[config.mk]
export PLATFORM = sky130hd
export DESIGN_NAME = ble_cmd_framer
export DESIGN_NICKNAME = d
export VERILOG_FILES = /design/src/rtl/ble_cmd_framer_pkg.sv /design/src/rtl/ble_cmd_framer_resp_queue.sv /design/src/rtl/ble_cmd_framer.sv
export SDC_FILE = /design/constraint.sdc
export NUM_CORES = 1
export LEC_CHECK = 0
export ABC_AREA = 1
export BUFFER_PORTS_ARGS = -buffer_cell sky130_fd_sc_hd__buf_4
export CORE_MARGIN = 4
export CORE_UTILIZATION = 56
export CTS_CLUSTER_DIAMETER = 80
export DETAILED_ROUTE_END_ITERATION = 12
export MAX_ROUTING_LAYER = met4
export PLACE_DENSITY_LB_ADDON = 0.1
export SETUP_SLACK_MARGIN = 0.4
export SLEW_MARGIN = 15
export SYNTH_ARGS = -nofsm -noshare
export SYNTH_HDL_FRONTEND = slang
export SYNTH_SLANG_ARGS = --single-unit
[constraint.sdc]
create_clock -name i_clk -period 2.1 [get_ports i_clk]
set_clock_uncertainty 0.1 [all_clocks]
set_input_delay 0.315 -clock i_clk [delete_from_list [all_inputs] [get_ports i_clk]]
set_output_delay 0.315 -clock i_clk [all_outputs]
set_load 0.02 [all_outputs]
[src/rtl/ble_cmd_framer_pkg.sv]
// Shared types and constants for the BLE command framer and its response queue.
package ble_cmd_framer_pkg;

    typedef enum logic [1:0] {
        IDLE,
        HIGH,
        FULL
    } rx_state_t;

    typedef enum logic {
        TX_IDLE,
        TX_BUSY
    } tx_state_t;

    localparam logic [7:0] COMM_COMPLETE     = 8'hA5;
    localparam logic [7:0] COMM_INTERMEDIATE = 8'h5A;

    // Opcode lives in cmd[15:12]
    localparam logic [3:0] OP_CALIBRATE    = 4'b0000;
    localparam logic [3:0] OP_MOVE         = 4'b0010;
    localparam logic [3:0] OP_MOVE_FANFARE = 4'b0011;
    localparam logic [3:0] OP_TOUR         = 4'b0100;

    function automatic logic [3:0] cmd_opcode(input logic [15:0] cmd);
        return cmd[15:12];
    endfunction

endpackage

[src/rtl/ble_cmd_framer_resp_queue.sv]
// Response transmit path: one byte in flight at the UART plus one pending byte.
module ble_resp_queue
    import ble_cmd_framer_pkg::*;
(
    input  logic       i_clk,
    input  logic       i_rst,
    input  logic [7:0] i_resp,
    input  logic       i_send_resp,
    input  logic       i_tx_done,
    output logic [7:0] o_tx_data,
    output logic       o_trmt,
    output logic       o_resp_sent,
    output logic       o_resp_ovf
);

    tx_state_t  r_state;
    logic [7:0] r_pend;
    logic       r_pend_vld;
    logic [7:0] r_tx_data;
    logic       r_trmt;
    logic       r_resp_sent;
    logic       r_resp_ovf;

    always_ff @(posedge i_clk or posedge i_rst) begin
        if (i_rst) begin
            r_state     <= TX_IDLE;
            r_pend      <= 8'h00;
            r_pend_vld  <= 1'b0;
            r_tx_data   <= 8'h00;
            r_trmt      <= 1'b0;
            r_resp_sent <= 1'b0;
            r_resp_ovf  <= 1'b0;
        end else begin
            r_trmt      <= 1'b0;
            r_resp_sent <= 1'b0;
            r_resp_ovf  <= 1'b0;
            case (r_state)
                TX_IDLE: begin
                    if (i_send_resp) begin
                        r_tx_data <= i_resp;
                        r_trmt    <= 1'b1;
                        r_state   <= TX_BUSY;
                    end
                end
                TX_BUSY: begin
                    if (i_tx_done) begin
                        r_resp_sent <= 1'b1;
                        if (r_pend_vld) begin
                            // A simultaneous request refills the slot just freed
                            r_tx_data <= r_pend;
                            r_trmt    <= 1'b1;
                            if (i_send_resp) r_pend <= i_resp;
                            else             r_pend_vld <= 1'b0;
                        end else if (i_send_resp) begin
                            r_tx_data <= i_resp;
                            r_trmt    <= 1'b1;
                        end else begin
                            r_state <= TX_IDLE;
                        end
                    end else if (i_send_resp) begin
                        if (!r_pend_vld) begin
                            r_pend     <= i_resp;
                            r_pend_vld <= 1'b1;
                        end else begin
                            r_resp_ovf <= 1'b1;
                        end
                    end
                end
                default: r_state <= TX_IDLE;
            endcase
        end
    end

    assign o_tx_data   = r_tx_data;
    assign o_trmt      = r_trmt;
    assign o_resp_sent = r_resp_sent;
    assign o_resp_ovf  = r_resp_ovf;

endmodule

[src/rtl/ble_cmd_framer.sv]
// Assembles UART byte pairs into 16-bit commands and queues response bytes back to the UART.
module ble_cmd_framer
    import ble_cmd_framer_pkg::*;
#(
    parameter int TIMEOUT_CYCLES = 1_000_000
) (
    input  logic        i_clk,
    input  logic        i_rst,
    input  logic        i_rx_rdy,
    input  logic [7:0]  i_rx_data,
    output logic        o_clr_rx_rdy,
    output logic [15:0] o_cmd,
    output logic        o_cmd_rdy,
    input  logic        i_clr_cmd_rdy,
    output logic        o_frame_err,
    input  logic [7:0]  i_resp,
    input  logic        i_send_resp,
    output logic [7:0]  o_tx_data,
    output logic        o_trmt,
    input  logic        i_tx_done,
    output logic        o_resp_sent,
    output logic        o_resp_ovf
);

    localparam int TW = (TIMEOUT_CYCLES > 1) ? $clog2(TIMEOUT_CYCLES) : 1;
    localparam logic [TW-1:0] TLAST = TW'(TIMEOUT_CYCLES - 1);

    rx_state_t   r_state;
    logic [TW-1:0] r_timer;
    logic [15:0] r_cmd;
    logic        r_cmd_rdy;
    logic        r_frame_err;
    logic        w_take;

    // FULL back-pressures the UART; the byte stays pending there
    assign w_take       = i_rx_rdy && (r_state != FULL) && !i_rst;
    assign o_clr_rx_rdy = w_take;

    always_ff @(posedge i_clk or posedge i_rst) begin
        if (i_rst) begin
            r_state     <= IDLE;
            r_timer     <= '0;
            r_cmd       <= 16'h0000;
            r_cmd_rdy   <= 1'b0;
            r_frame_err <= 1'b0;
        end else begin
            r_frame_err <= 1'b0;
            case (r_state)
                IDLE: begin
                    r_timer <= '0;
                    if (w_take) begin
                        r_cmd[15:8] <= i_rx_data;
                        r_state     <= HIGH;
                    end
                end
                HIGH: begin
                    if (w_take) begin
                        r_cmd[7:0] <= i_rx_data;
                        r_cmd_rdy  <= 1'b1;
                        r_state    <= FULL;
                    end else if (r_timer == TLAST) begin
                        r_frame_err <= 1'b1;
                        r_state     <= IDLE;
                    end else if (r_timer != '1) begin
                        r_timer <= r_timer + 1'b1;
                    end
                end
                FULL: begin
                    if (i_clr_cmd_rdy) begin
                        r_cmd_rdy <= 1'b0;
                        r_state   <= IDLE;
                    end
                end
                default: r_state <= IDLE;
            endcase
        end
    end

    assign o_cmd       = r_cmd;
    assign o_cmd_rdy   = r_cmd_rdy;
    assign o_frame_err = r_frame_err;

    ble_resp_queue u_resp_queue (
        .i_clk       (i_clk),
        .i_rst       (i_rst),
        .i_resp      (i_resp),
        .i_send_resp (i_send_resp),
        .i_tx_done   (i_tx_done),
        .o_tx_data   (o_tx_data),
        .o_trmt      (o_trmt),
        .o_resp_sent (o_resp_sent),
        .o_resp_ovf  (o_resp_ovf)
    );

endmodule

# Word-level counts from Yosys, hierarchy flattened
# Index checks and enable logic that the tools add are counted.
[totals]
ff_bits = 61
input_bits = 22
elab_cells = 84
[classes]
n_addsub = 1
n_eq_ne = 16
mux = 39
n_bitwise = 1
n_reduce_logical = 14
[ops]
columns = ["operator", "n"]
rows = [
  ["$mux W8", 8],
  ["$mux W20", 3],
  ["$pmux W20 S2", 1],
  ["$add A20 B1 Y20 const B", 1],
  ["$eq A20 B20 Y1 const B", 1],
  ["$ne A2 B2 Y1 const B", 10],
  ["$ne A20 B20 Y1 const B", 1],
  ["$mux W1", 18],
  ["$pmux W8 S2", 1],
  ["$mux W2", 4],
  ["$pmux W1 S2", 3],
  ["$pmux W2 S3", 1],
  ["$reduce_and A2 Y1", 3],
  ["$reduce_and A3 Y1", 2],
  ["$reduce_bool A2 Y1", 3],
  ["$reduce_and A5 Y1", 1],
  ["$reduce_and A4 Y1", 1],
  ["$ne A3 B3 Y1 const B", 1],
  ["$eq A2 B1 Y1 const B", 1],
  ["$eq A2 B2 Y1 const B", 1],
  ["$logic_and A1 B1 Y1", 2],
  ["$logic_not A2 Y1", 1],
  ["$ne A2 B1 Y1 const B", 1],
  ["$logic_not A1 Y1", 1],
  ["$not A1 Y1", 1],
]

# Logic depth before layout (Yosys ltp)
[logic_depth]
depth_word = 5
mapped_depth = 12

# Modules after synthesis
# A second synthesis with hierarchy kept.
[hier_totals]
hier_cells = 448
area_unflattened_um2 = 3253.1
[modules_own_cells]
columns = ["mod", "n_inst", "cells_per_inst", "area_per_inst_um2"]
rows = [
  ["ble_cmd_framer", 1, 313, 2215.9],
  ["ble_resp_queue", 1, 135, 1037.2],
]

# Least setup slack after synthesis
# OpenSTA, ideal clock, no wires.
[synth_path]
path_type = "input to register"
start = "input i_rst"
end = "register r_timer[2]"
arrival_time_ps = 2161
t_required_ps = 1883
slack_ps = -278
cell_stages = 9
cell_sequence = "inv_2 nand2_1 nor2_1 inv_1 nand2_1 nand2_2 buf_2 nand3_1 nand2_1"
[synth_via]
elab_chain_cells = 4
[synth_rtl]
columns = ["item", "line_no", "rtl"]
rows = [
  ["start, declared", "ble_cmd_framer.sv:8", "input logic i_rst,"],
  ["$logic_not A1 Y1 (no source line)", "n/a", ""],
  ["$logic_and A1 B1 Y1", "ble_cmd_framer.sv:36", "assign w_take = i_rx_rdy && (r_state != FULL) && !i_rst;"],
  ["via o_clr_rx_rdy", "ble_cmd_framer.sv:11", "output logic o_clr_rx_rdy,"],
  ["$ne A2 B2 Y1 (no source line)", "n/a", ""],
  ["$reduce_and A4 Y1 (no source line)", "n/a", ""],
  ["end signal, assigned", "ble_cmd_framer.sv:65", "r_timer <= r_timer + 1'b1;"],
  ["end, declared", "ble_cmd_framer.sv:29", "logic [TW-1:0] r_timer;"],
]
# The timed path passes the listed nets, and every way through them passes these cells.
# A chain may end at the register's enable or synchronous reset.

# Final worst setup path
[layout_path]
start = "register r_timer[1]"
end = "register r_timer[12]"
[layout_via]
elab_chain_cells = 5
elab_cells_between_ends = 10
[layout_rtl]
columns = ["item", "line_no", "rtl"]
rows = [
  ["$add A20 B1 Y20", "ble_cmd_framer.sv:65", ""],
  ["$mux W20", "ble_cmd_framer.sv:64", "end else if (r_timer != '1) begin"],
  ["$mux W20", "ble_cmd_framer.sv:61", "end else if (r_timer == TLAST) begin"],
  ["$mux W20", "ble_cmd_framer.sv:57", "if (w_take) begin"],
  ["$pmux W20 S2", "ble_cmd_framer.sv:48", "case (r_state)"],
]
# Several ways; a longest one is shown, not always the timed one. The select of a mux whose other input is x is not followed.

==> tab_implementation.tex <==
\begin{tabular}{lr}
\hline
Metric & Value \\
\hline
\multicolumn{2}{l}{\textbf{Placement}} \\
Number of placed cells counting well taps & 519 \\
Count of buffers inserted at the top-level ports & 51 \\
Post-detail-place hpwl & 4.90 mm \\
Routability-driven placement congestion ratio & 0.907 \\
\multicolumn{2}{l}{\textbf{Floorplan}} \\
Core area & 5240 µm² \\
Vertical extent of the die & 82.3 µm \\
Area of the die & 6770 µm² \\
Chip Width & 82.3 µm \\
Initial Utilization & 59.0\% \\
Total I/O pin count & 52 \\
Number of rows in the core area & 26 \\
\multicolumn{2}{l}{\textbf{Drt}} \\
Detail-routed via count per cell & 5.26 \\
Wire length after detailed routing & 7.65 mm \\
Detailed-routing iteration count for the pre-antenna-repair pass & 5 \\
Vias after detailed routing & 2885 \\
Number of antenna-violating nets in the routed design & 0 \\
Starting DRT DRC Count & 247 \\
Routed length per instance & 14.0 µm \\
Detailed-route DRC error count & 0 \\
\multicolumn{2}{l}{\textbf{STA}} \\
Number of pins with negative max-slew slack in the final report & 0 \\
Worst Max-Slew Pin Slew & 0.769 ns \\
Final Hold Vio Count & 0 \\
Upper clock frequency limit & 594 MHz \\
Setup repair after global routing missed its margin & yes \\
Final worst path period share & 80.2\% \\
Number of endpoints failing setup at the final stage & 0 \\
Final critical path time including I/O delays and setup & 1.68 ns \\
Post-route setup TNS & 0 ns \\
Max transition margin & 48.7\% \\
\multicolumn{2}{l}{\textbf{Clocking}} \\
Inserted Clock Buffers & 9 \\
Largest buffer count on any clock path & 2 \\
TritonCTS clock tree & done \\
Number of clock sinks & 61 \\
Clock edge transition at the registers on the reported setup and hold paths & 0.08 ns \\
CTS root buf & clkbuf\_8 \\
\# H-tree levels & 3 \\
Source-to-sink clock delay at the later pin of the worst-skew pair & 0.34 ns \\
Cts hold-fix bufs & 0 \\
\multicolumn{2}{l}{\textbf{Global route}} \\
Global-route wire length before repair & 12.5 mm \\
Via count of the first global-routing pass & 2738 \\
Global routing usage summed across all routing layers & 24.9\% \\
Global-route congestion overflow total & 0 \\
Number of antenna violations at the first check in global routing & 0 \\
Pin count of the biggest net entering global routing & 62 \\
\multicolumn{2}{l}{\textbf{Yosys}} \\
Flip-flop and latch count after synthesis & 61 \\
Cell types occupying the most area after synthesis & dfrtp\_1 49\%, nand2\_1 16\%, nor2\_1 6.6\% \\
Adder-cell area share of the yosys netlist & 0.405\% \\
Top cell type by total area after synthesis & dfrtp\_1 \\
Mean post-synth cell area & 7.65 µm² \\
Share of the synthesized area in the top cell type & 49.4\% \\
Combinational family with the most area after synthesis & simple AND/OR/NAND/NOR gates \\
Xor and xnor area share after synthesis & 0.567\% \\
Synth Cell Area & 3090 µm² \\
Most used flip-flop cell after synthesis & dfrtp\_1 \\
Post-synth EDFFs & 0 \\
Yosys cell types & 28 \\
Dominant cell by count in the synthesized netlist & nand2\_1 \\
Post-synth top cells & 135 x nand2\_1, 61 x dfrtp\_1, 54 x nor2\_1, 31 x inv\_1, 28 x nand3\_1 \\
Sequential share of the synthesized area & 49.4\% \\
Area fraction in and, or, nand and nor cells after synthesis & 32.5\% \\
Share of the synthesized area in compound gates (AO/OA/AOI/OAI) & 7.73\% \\
Number of standard cells after synthesis & 404 \\
Share of flip-flops with an asynchronous set or reset after synthesis & 100\% \\
Synth Warn \# & 0 \\
Post-Syn Nets & 427 \\
Portion of netlist area occupied by mux cells & 2.55\% \\
\multicolumn{2}{l}{\textbf{Setup path}} \\
Arrival time at the worst endpoint & 1.82 ns \\
Crit. End Element & register \\
CP Class & reg2reg \\
Worst endpoint required time & 2.23 ns \\
Startpoint Class & register \\
Largest fanout on the critical path & 15 \\
\multicolumn{2}{l}{\textbf{Final layout}} \\
Final cell count without fillers & 548 \\
Share of final-layout standard cells stronger than drive strength 1 & 28.0\% \\
Antenna diode instance count & 0 \\
Synth-to-layout area growth & 28.1\% \\
Number of nets in the layout & 496 \\
\multicolumn{2}{l}{\textbf{Power}} \\
Static leakage & 1.92 nW \\
Peak supply drop & 0.000881 V \\
Power density relative to cell area & 1040 nW/µm² \\
\multicolumn{2}{l}{\textbf{Min path}} \\
Worst hold-check path type & in2reg \\
\multicolumn{2}{l}{\textbf{Job}} \\
Maximum capacitance violations & 0 \\
\multicolumn{2}{l}{\textbf{Outcome}} \\
Status & complete, no violations \\
\hline
\end{tabular}
[layout make-up]
type,instances,area [µm²]
multi-input combinational,294,1450
sequential,61,1540
clock buffer,12,155
tap,70,87.6
inverter,36,155
fill,376,1280
timing repair buffer,71,553
clock inverter,4,22.5
[state kept, by name (all words and copies together), names as in the netlist]
signal and flops:
o_cmd 16, u_resp_queue.o_trmt 1, o_frame_err 1, u_resp_queue.o_resp_sent 1, u_resp_queue.r_state 1, u_resp_queue.r_pend_vld 1
u_resp_queue.o_tx_data 8, u_resp_queue.o_resp_ovf 1, r_timer 20, u_resp_queue.r_pend 8, r_state 2, o_cmd_rdy 1
[cell families after synthesis]
family                     Yosys count
buffers and inverters               49
muxes                                7
adders and majority gates            1
and+or+nand+nor                    241
xor gates and xnor gates             2
AOI/OAI and AO/OA                   43
DFF                                 61
[stage by stage]
stage                     setup slack (ns)  hold WS (ns)  area [µm²]  util (%)  power [mW]
after floorplan                      0.414        0.0369        3110         -        2.51
after global placement               0.275         0.358        3550      67.8        3.04
after detailed placement             0.207         0.369        3550      67.8        3.08
after CTS                            0.406        0.0646        3820      73.0        4.12
after global routing                 0.336        0.0716        3960      75.6        4.37
final                                0.416        0.0675        3960      75.6        4.13
[layout by cell type, fill, tap and decap left out, types with 2 or more instances in the layout]
master | netlist | layout
o21ai_0 | 22 | 22
nor2_4 | 1 | 5
nand4_1 | 6 | 6
nor2_1 | 54 | 45
xor2_1 | 2 | 2
nand2_1 | 135 | 134
nand3_1 | 28 | 25
mux2_2 | 7 | 7
o21a_1 | 2 | 2
inv_1 | 31 | 29
nor4_1 | 2 | 2
dfrtp_2 | 0 | 8
nor2_2 | 5 | 10
buf_4 | 1 | 69
dfrtp_1 | 61 | 53
nor3_1 | 4 | 4
clkbuf_8 | 0 | 11
nand2_2 | 4 | 3
clkinv_2 | 0 | 3
nand3_2 | 1 | 3
inv_2 | 4 | 4
a31oi_1 | 7 | 7
a21oi_1 | 10 | 10
[power by group]
group | switching [mW] | internal, mW | total (mW) | leakage, nW
combinational | 0.906 | 0.607 | 1.51 | 1.07
clock | 0.468 | 0.487 | 0.955 | 0.0921
sequential | 0.191 | 1.47 | 1.66 | 0.760
[worst paths after layout]
| check | slack, ns | start | endpoint | depth (start not counted) |
|---|---|---|---|---|
| setup / recovery | 0.42 | r_timer[1] | r_timer[12] | 11 |
| hold / removal | 0.07 | i_clr_cmd_rdy | r_state[1] | 2 |
| setup reg to reg | 0.42 | r_timer[1] | r_timer[12] | 11 |
| hold reg to reg | 0.39 | o_cmd[3] | o_cmd[3] | 2 |
| max in group asynchronous | 1.19 | i_rst | r_timer[3] | 3 |
| min in group asynchronous | 0.15 | i_rst | r_timer[16] | 3 |
[repair_timing]
action | in CTS | in global routing
setup buffers | 3 | 10
resized for setup | 17 | 23
endpoints found under the setup margin | 20 | 32
pin swaps | 1 | 4
[worst max-delay path, stage by stage (launching register included)]
cell and delay (ns):
dfrtp_1 0.41, ha_4 0.17, nand3_4 0.12, clkinv_4 0.08
nand2_2 0.06, nor2_2 0.12, nand2_1 0.07, nand2_2 0.09
inv_4 0.06, buf_12 0.15, nand3_1 0.08, nand2_1 0.06
[metal layers]
layer	global-route usage (%)	up-vias	share of wire [%]
met5	-	-	0
met4	8.64	0	1.6
met3	6.07	13	5.8
met2	39.7	90	51
met1	31.0	1357	42
li1	-	1425	-
No activity file was read; power rests on OpenSTA's default activity.
